--- src/rtl/excess3_pkg.sv ---
// Shared excess-3 constants and packer state encoding, common to both the
// BCD-to-excess-3 encoder and the excess-3-to-BCD packer.
package excess3_pkg;

  localparam logic [3:0] E3_OFFSET   = 4'd3;
  localparam logic [3:0] E3_MIN      = 4'h3;
  localparam logic [3:0] E3_MAX      = 4'hC;
  localparam logic [3:0] BCD_INVALID = 4'hF;

  typedef enum logic {
    ACCUM = 1'b0,
    HOLD  = 1'b1
  } pack_state_e;

endpackage

--- src/rtl/excess3_digit_dec.sv ---
// Combinational decode of one excess-3 digit into BCD.
// Codes outside 3..C are flagged and yield the BCD_INVALID nibble.
module excess3_digit_dec
  import excess3_pkg::*;
(
  input  logic [3:0] e3_i,
  output logic [3:0] bcd_o,
  output logic       invalid_o
);

  always_comb begin
    invalid_o = (e3_i < E3_MIN) || (e3_i > E3_MAX);
    bcd_o     = invalid_o ? BCD_INVALID : (e3_i - E3_OFFSET);
  end

endmodule

--- src/rtl/excess3_to_bcd_packer.sv ---
// Streaming excess-3 to BCD decoder that packs DIGITS digits (or fewer on
// in_last) into one word with per-digit invalid flags and a digit count.
module excess3_to_bcd_packer
  import excess3_pkg::*;
#(
  parameter int DIGITS = 4,
  parameter int CNT_W  = $clog2(DIGITS + 1)
) (
  input  logic                  clk,
  input  logic                  rst,
  input  logic                  in_valid,
  output logic                  in_ready,
  input  logic [3:0]            in_e3,
  input  logic                  in_last,
  output logic                  out_valid,
  input  logic                  out_ready,
  output logic [4*DIGITS-1:0]   out_bcd,
  output logic [DIGITS-1:0]     out_err_mask,
  output logic [CNT_W-1:0]      out_count
);

  localparam logic [CNT_W-1:0] LAST_IDX = CNT_W'(DIGITS - 1);

  pack_state_e          state_q, state_d;
  logic [CNT_W-1:0]     idx_q, idx_d;
  logic [4*DIGITS-1:0]  bcd_q, bcd_d;
  logic [DIGITS-1:0]    mask_q, mask_d;
  logic [CNT_W-1:0]     count_q, count_d;

  logic [3:0]           dec_bcd;
  logic                 dec_invalid;

  excess3_digit_dec u_dec (
    .e3_i      (in_e3),
    .bcd_o     (dec_bcd),
    .invalid_o (dec_invalid)
  );

  always_ff @(posedge clk or posedge rst) begin
    if (rst) begin
      state_q <= ACCUM;
      idx_q   <= '0;
      bcd_q   <= '0;
      mask_q  <= '0;
      count_q <= '0;
    end else begin
      state_q <= state_d;
      idx_q   <= idx_d;
      bcd_q   <= bcd_d;
      mask_q  <= mask_d;
      count_q <= count_d;
    end
  end

  always_comb begin
    state_d = state_q;
    idx_d   = idx_q;
    bcd_d   = bcd_q;
    mask_d  = mask_q;
    count_d = count_q;

    case (state_q)
      ACCUM: begin
        if (in_valid) begin
          // Slot selected by compare rather than a variable bit-select so the
          // index width never has to match the slot-vector address width.
          for (int k = 0; k < DIGITS; k++) begin
            if (idx_q == CNT_W'(k)) begin
              bcd_d[4*k +: 4] = dec_bcd;
              mask_d[k]       = dec_invalid;
            end
          end
          count_d = idx_q + 1'b1;
          if ((idx_q == LAST_IDX) || in_last) begin
            state_d = HOLD;
          end else begin
            idx_d = idx_q + 1'b1;
          end
        end
      end
      HOLD: begin
        if (out_ready) begin
          state_d = ACCUM;
          idx_d   = '0;
          bcd_d   = '0;
          mask_d  = '0;
          count_d = '0;
        end
      end
      default: state_d = ACCUM;
    endcase
  end

  assign in_ready     = (state_q == ACCUM);
  assign out_valid    = (state_q == HOLD);
  assign out_bcd      = bcd_q;
  assign out_err_mask = mask_q;
  assign out_count    = count_q;

endmodule

--- config.mk ---
export PLATFORM = sky130hd
export DESIGN_NAME = excess3_to_bcd_packer
export DESIGN_NICKNAME = d
export VERILOG_FILES = /design/src/rtl/excess3_pkg.sv /design/src/rtl/excess3_digit_dec.sv /design/src/rtl/excess3_to_bcd_packer.sv
export SDC_FILE = /design/constraint.sdc
export NUM_CORES = 1
export LEC_CHECK = 0
export CORE_MARGIN = 2
export CORE_UTILIZATION = 55
export DETAILED_ROUTE_END_ITERATION = 10
export DONT_BUFFER_PORTS = 1
export GPL_ROUTABILITY_DRIVEN = 1
export PLACE_DENSITY = 0.8
export SETUP_SLACK_MARGIN = 0.02
export SYNTH_ARGS = -nofsm -noshare
export SYNTH_HDL_FRONTEND = slang
export SYNTH_SLANG_ARGS = --single-unit
--- constraint.sdc ---
create_clock -name clk -period 1.53 [get_ports clk]
set_input_delay 0.306 -clock clk [delete_from_list [all_inputs] [get_ports clk]]
set_output_delay 0.306 -clock clk [all_outputs]
set_load 0.01 [all_outputs]
==> run_results.csv <==
group,metric,value,unit
global_route,groute.usage.overall,24.2,%
worst_setup_path,crit_path_max_fanout,8,
finish,nFillCells,173,
clocking,clock_slew_at_the_register_clock_pins_of_the_worst_setup_and_hold_paths,0.14,ns
synthesis,synth_cell_count_leaders,"dfrtp_1, o21ai_0, nand2_1",
detailed_routing,finalWirelength,2.89,mm
synthesis,synth.lib_cells_used.distinct,27,
finish,drive_gt1_share,15.6,%
floorplan,die_area,2870,um^2
clocking,clk_latency,0.33,ns
sta,skew,0.0134,ns
detailed_routing,detail_route.wl_per_cell,16.5,um
worst_setup_path,cp_data_arrival_time,1.13,ns
detailed_routing,ant_nets,0,
synthesis,average_cell_area_after_synthesis,9.71,um^2
synthesis,flop_and_latch_count_out_of_synthesis,27,
synthesis,postSynthCellCount,139,
detailed_routing,drt-vias-per-instance,6.22,
sta,timing.slew.headroom,75.1,%
sta,tightest_slew,0.372,ns
power,p_total,2.55,mW
floorplan,die_w,53.5,um
clocking,number_of_buffers_inserted_during_clock_tree_synthesis,3,
detailed_routing,detail_route.first_pass.iterations,4,
floorplan,initial_core_util,59.3,%
synthesis,yosys_warnings,0,
finish,final_cell_utilization_of_the_core,65.8,%
synthesis,mapped_nets,155,
floorplan,std_cell_rows,17,
clocking,clock_tree.htree_level_count,1,
sta,report.final.slew_viol_count,0,
sta,timing_hold_violations_final,0,
finish,n_antenna_cell,0,
floorplan,chipHeight,53.5,um
power,cellPowerDensity,1700,nW/um^2
sta,finalCritPeriodShare,94.0,%
finish,finish.net_count,164,
sta,fin_worst_hold_slack,0.0726,ns
clocking,cts.sink_count,27,
clocking,cts_tree,"yes",
sta,grt_setup_unrepaired,"yes",
worst_setup_path,criticalPathCategory,"reg2out",
global_route,grt_pass1_vias,1067,
synthesis,asyncSetResetFlopFracSynth,100,%
sta,fmax,695,MHz
synthesis,synthesized_area,1350,um^2
sta,layout_min_cycle_time,1.44,ns
power,peakVddDrop,0.966,mV
synthesis,synthTopCellsByArea,"dfrtp_1, o21ai_0, ha_1, nand3_1, nand2_1",
synthesis,count_leader_synth,"dfrtp_1",
global_route,grt_pass1_wl,4.98,mm
placed_design,hpwlAfterDp,2.04,mm
placed_design,portBuffers,0,
synthesis,netlist.top_cell.by_area,"dfrtp_1",
sta,finalSetupViolations,0,
synthesis,synth_sequential_area_ratio,50.0,%
job,timing.max_cap.violations,0,
floorplan,count_of_pins_on_the_block_boundary,34,
global_route,grt_max_degree,28,
finish,area_growth_syn_to_fin,10.9,%
synthesis,dominantRegCellSynth,"dfrtp_1",
synthesis,yosysTopAreaCellShare,50.0,%
sta,fin_setup_tns,0,ns
clocking,cts-root-to-sink-buffers,2,
global_route,number_of_antenna_violations_at_the_first_check_in_global_routing,0,
power,leakage,0.686,nW
detailed_routing,detail_route.drc_violations,0,
worst_setup_path,worst-endpoint-required,1.22,ns
clocking,root_buffer,"clkbuf_4",
detailed_routing,drt_first_iter_violations,32,
floorplan,placeableCoreArea,2280,um^2
worst_hold_path,hp-class,"in2reg",
worst_setup_path,worst_setup_path_end_kind,"output port",
worst_setup_path,timing.critical_path.from_type,"register",
status,outcome,"finished clean",
detailed_routing,num_vias,1088,
placed_design,gpl.final_weighted_congestion,0.761,
synthesis,number_of_enable_type_register_cells_in_the_synthesized_netlist,0,
global_route,globalRouteOverflowTotal,0,
-- placed cells by master (no fill, tap or decap), types with 2 or more instances in the layout --
cell type,count
clkbuf_4,3
mux2i_1,2
nand3_1,12
o21ai_1,2
dfrtp_1,27
inv_1,7
nand2_1,16
nor2_1,9
o21ai_0,19
a31oi_1,2
a21oi_1,3
nand4bb_1,2
nor2b_1,2
nand2b_1,3
a22oi_1,5
buf_4,8
ha_1,6
-- critical path, cell delays in order (launching register included) --
cell and delay (ns):
dfrtp_1 0.46, buf_4 0.18, inv_1 0.17
-- sequential cells by signal, summed over array words and instances (netlist names) --
register	count
out_err_mask	4
out_valid	1
idx_q	3
out_count	3
out_bcd	16
-- cell families (layout without fill, tap and decap cells) --
| family | after synthesis | in the layout | share of synthesized area, % |
|---|---|---|---|
| compound gates | 36 | 36 | 15.5 |
| mux | 2 | 2 | 1.48 |
| buf+inv | 14 | 22 | 4.82 |
| flops | 27 | 27 | 50.0 |
| fa+ha+maj | 7 | 7 | 6.49 |
| simple gates | 53 | 53 | 21.7 |
-- final timing paths --
| kind | from | end | slack, ns | cells after the start |
|---|---|---|---|---|
| max | out_valid$_DFF_PP0_ | in_ready | 0.09 | 2 |
| min | in_e3[0] | out_bcd[12]$_DFFE_PP0P_ | 0.07 | 1 |
| max reg2reg | idx_q[0]$_DFFE_PP0P_ | idx_q[1]$_DFFE_PP0P_ | 0.11 | 4 |
| min reg2reg | out_bcd[10]$_DFFE_PP0P_ | out_bcd[10]$_DFFE_PP0P_ | 0.59 | 2 |
| max in group asynchronous | rst | out_bcd[13]$_DFFE_PP0P_ | 0.81 | 3 |
| min in group asynchronous | rst | out_bcd[10]$_DFFE_PP0P_ | 0.45 | 3 |
-- per-stage QoR --
| step | setup WS [ns] | cell area (um^2) | std cells |
|---|---|---|---|
| 2_1_floorplan | 0.0577 | 1350 | 139 |
| 6_report | 0.0920 | 1500 | 175 |
| 3_3_place_gp | 0.0256 | 1410 | 168 |
| 4_1_cts | 0.0288 | 1470 | 174 |
| 5_1_grt | 0.0112 | 1500 | 175 |
| 3_5_place_dp | -0.0538 | 1410 | 168 |
-- report_power, final --
group	switching, mW	leakage, nW	internal [mW]
Sequential	0.327	0.351	1.01
Combinational	0.484	0.321	0.408
Clock	0.220	0.0139	0.0999
-- timing repair --
| action | in CTS | in global routing |
|---|---|---|
| hold endpoints to repair | 27 | 0 |
| hold buffers | 1 | 0 |
| setup buffers | 1 | 0 |
| setup endpoints to repair | 5 | 11 |
| pin swaps | 0 | 3 |
| gates cloned | 0 | 1 |
| gates resized for setup | 2 | 7 |
-- metal layers --
| metal | vias up | global-route usage (%) | share of wire, % |
|---|---|---|---|
| met5 | - | 0 | 0 |
| met4 | 0 | 6.41 | 0.62 |
| met3 | 2 | 6.94 | 11 |
| met2 | 57 | 38.3 | 46 |
| met1 | 528 | 32.8 | 42 |
| li1 | 501 | - | - |
-- cell type report --
type | instances | area [um^2] | area share (%)
clock buffers | 3 | 22.5 | 1.50
clock inverters | 1 | 7.51 | 0.501
inverters | 7 | 26.3 | 1.75
multi-input cells | 98 | 644 | 43.0
flip-flops and latches | 27 | 676 | 45.1
well taps | 28 | 35.0 | 2.34
repair buffers | 11 | 86.3 | 5.76
(Power assumes the default switching activity.)
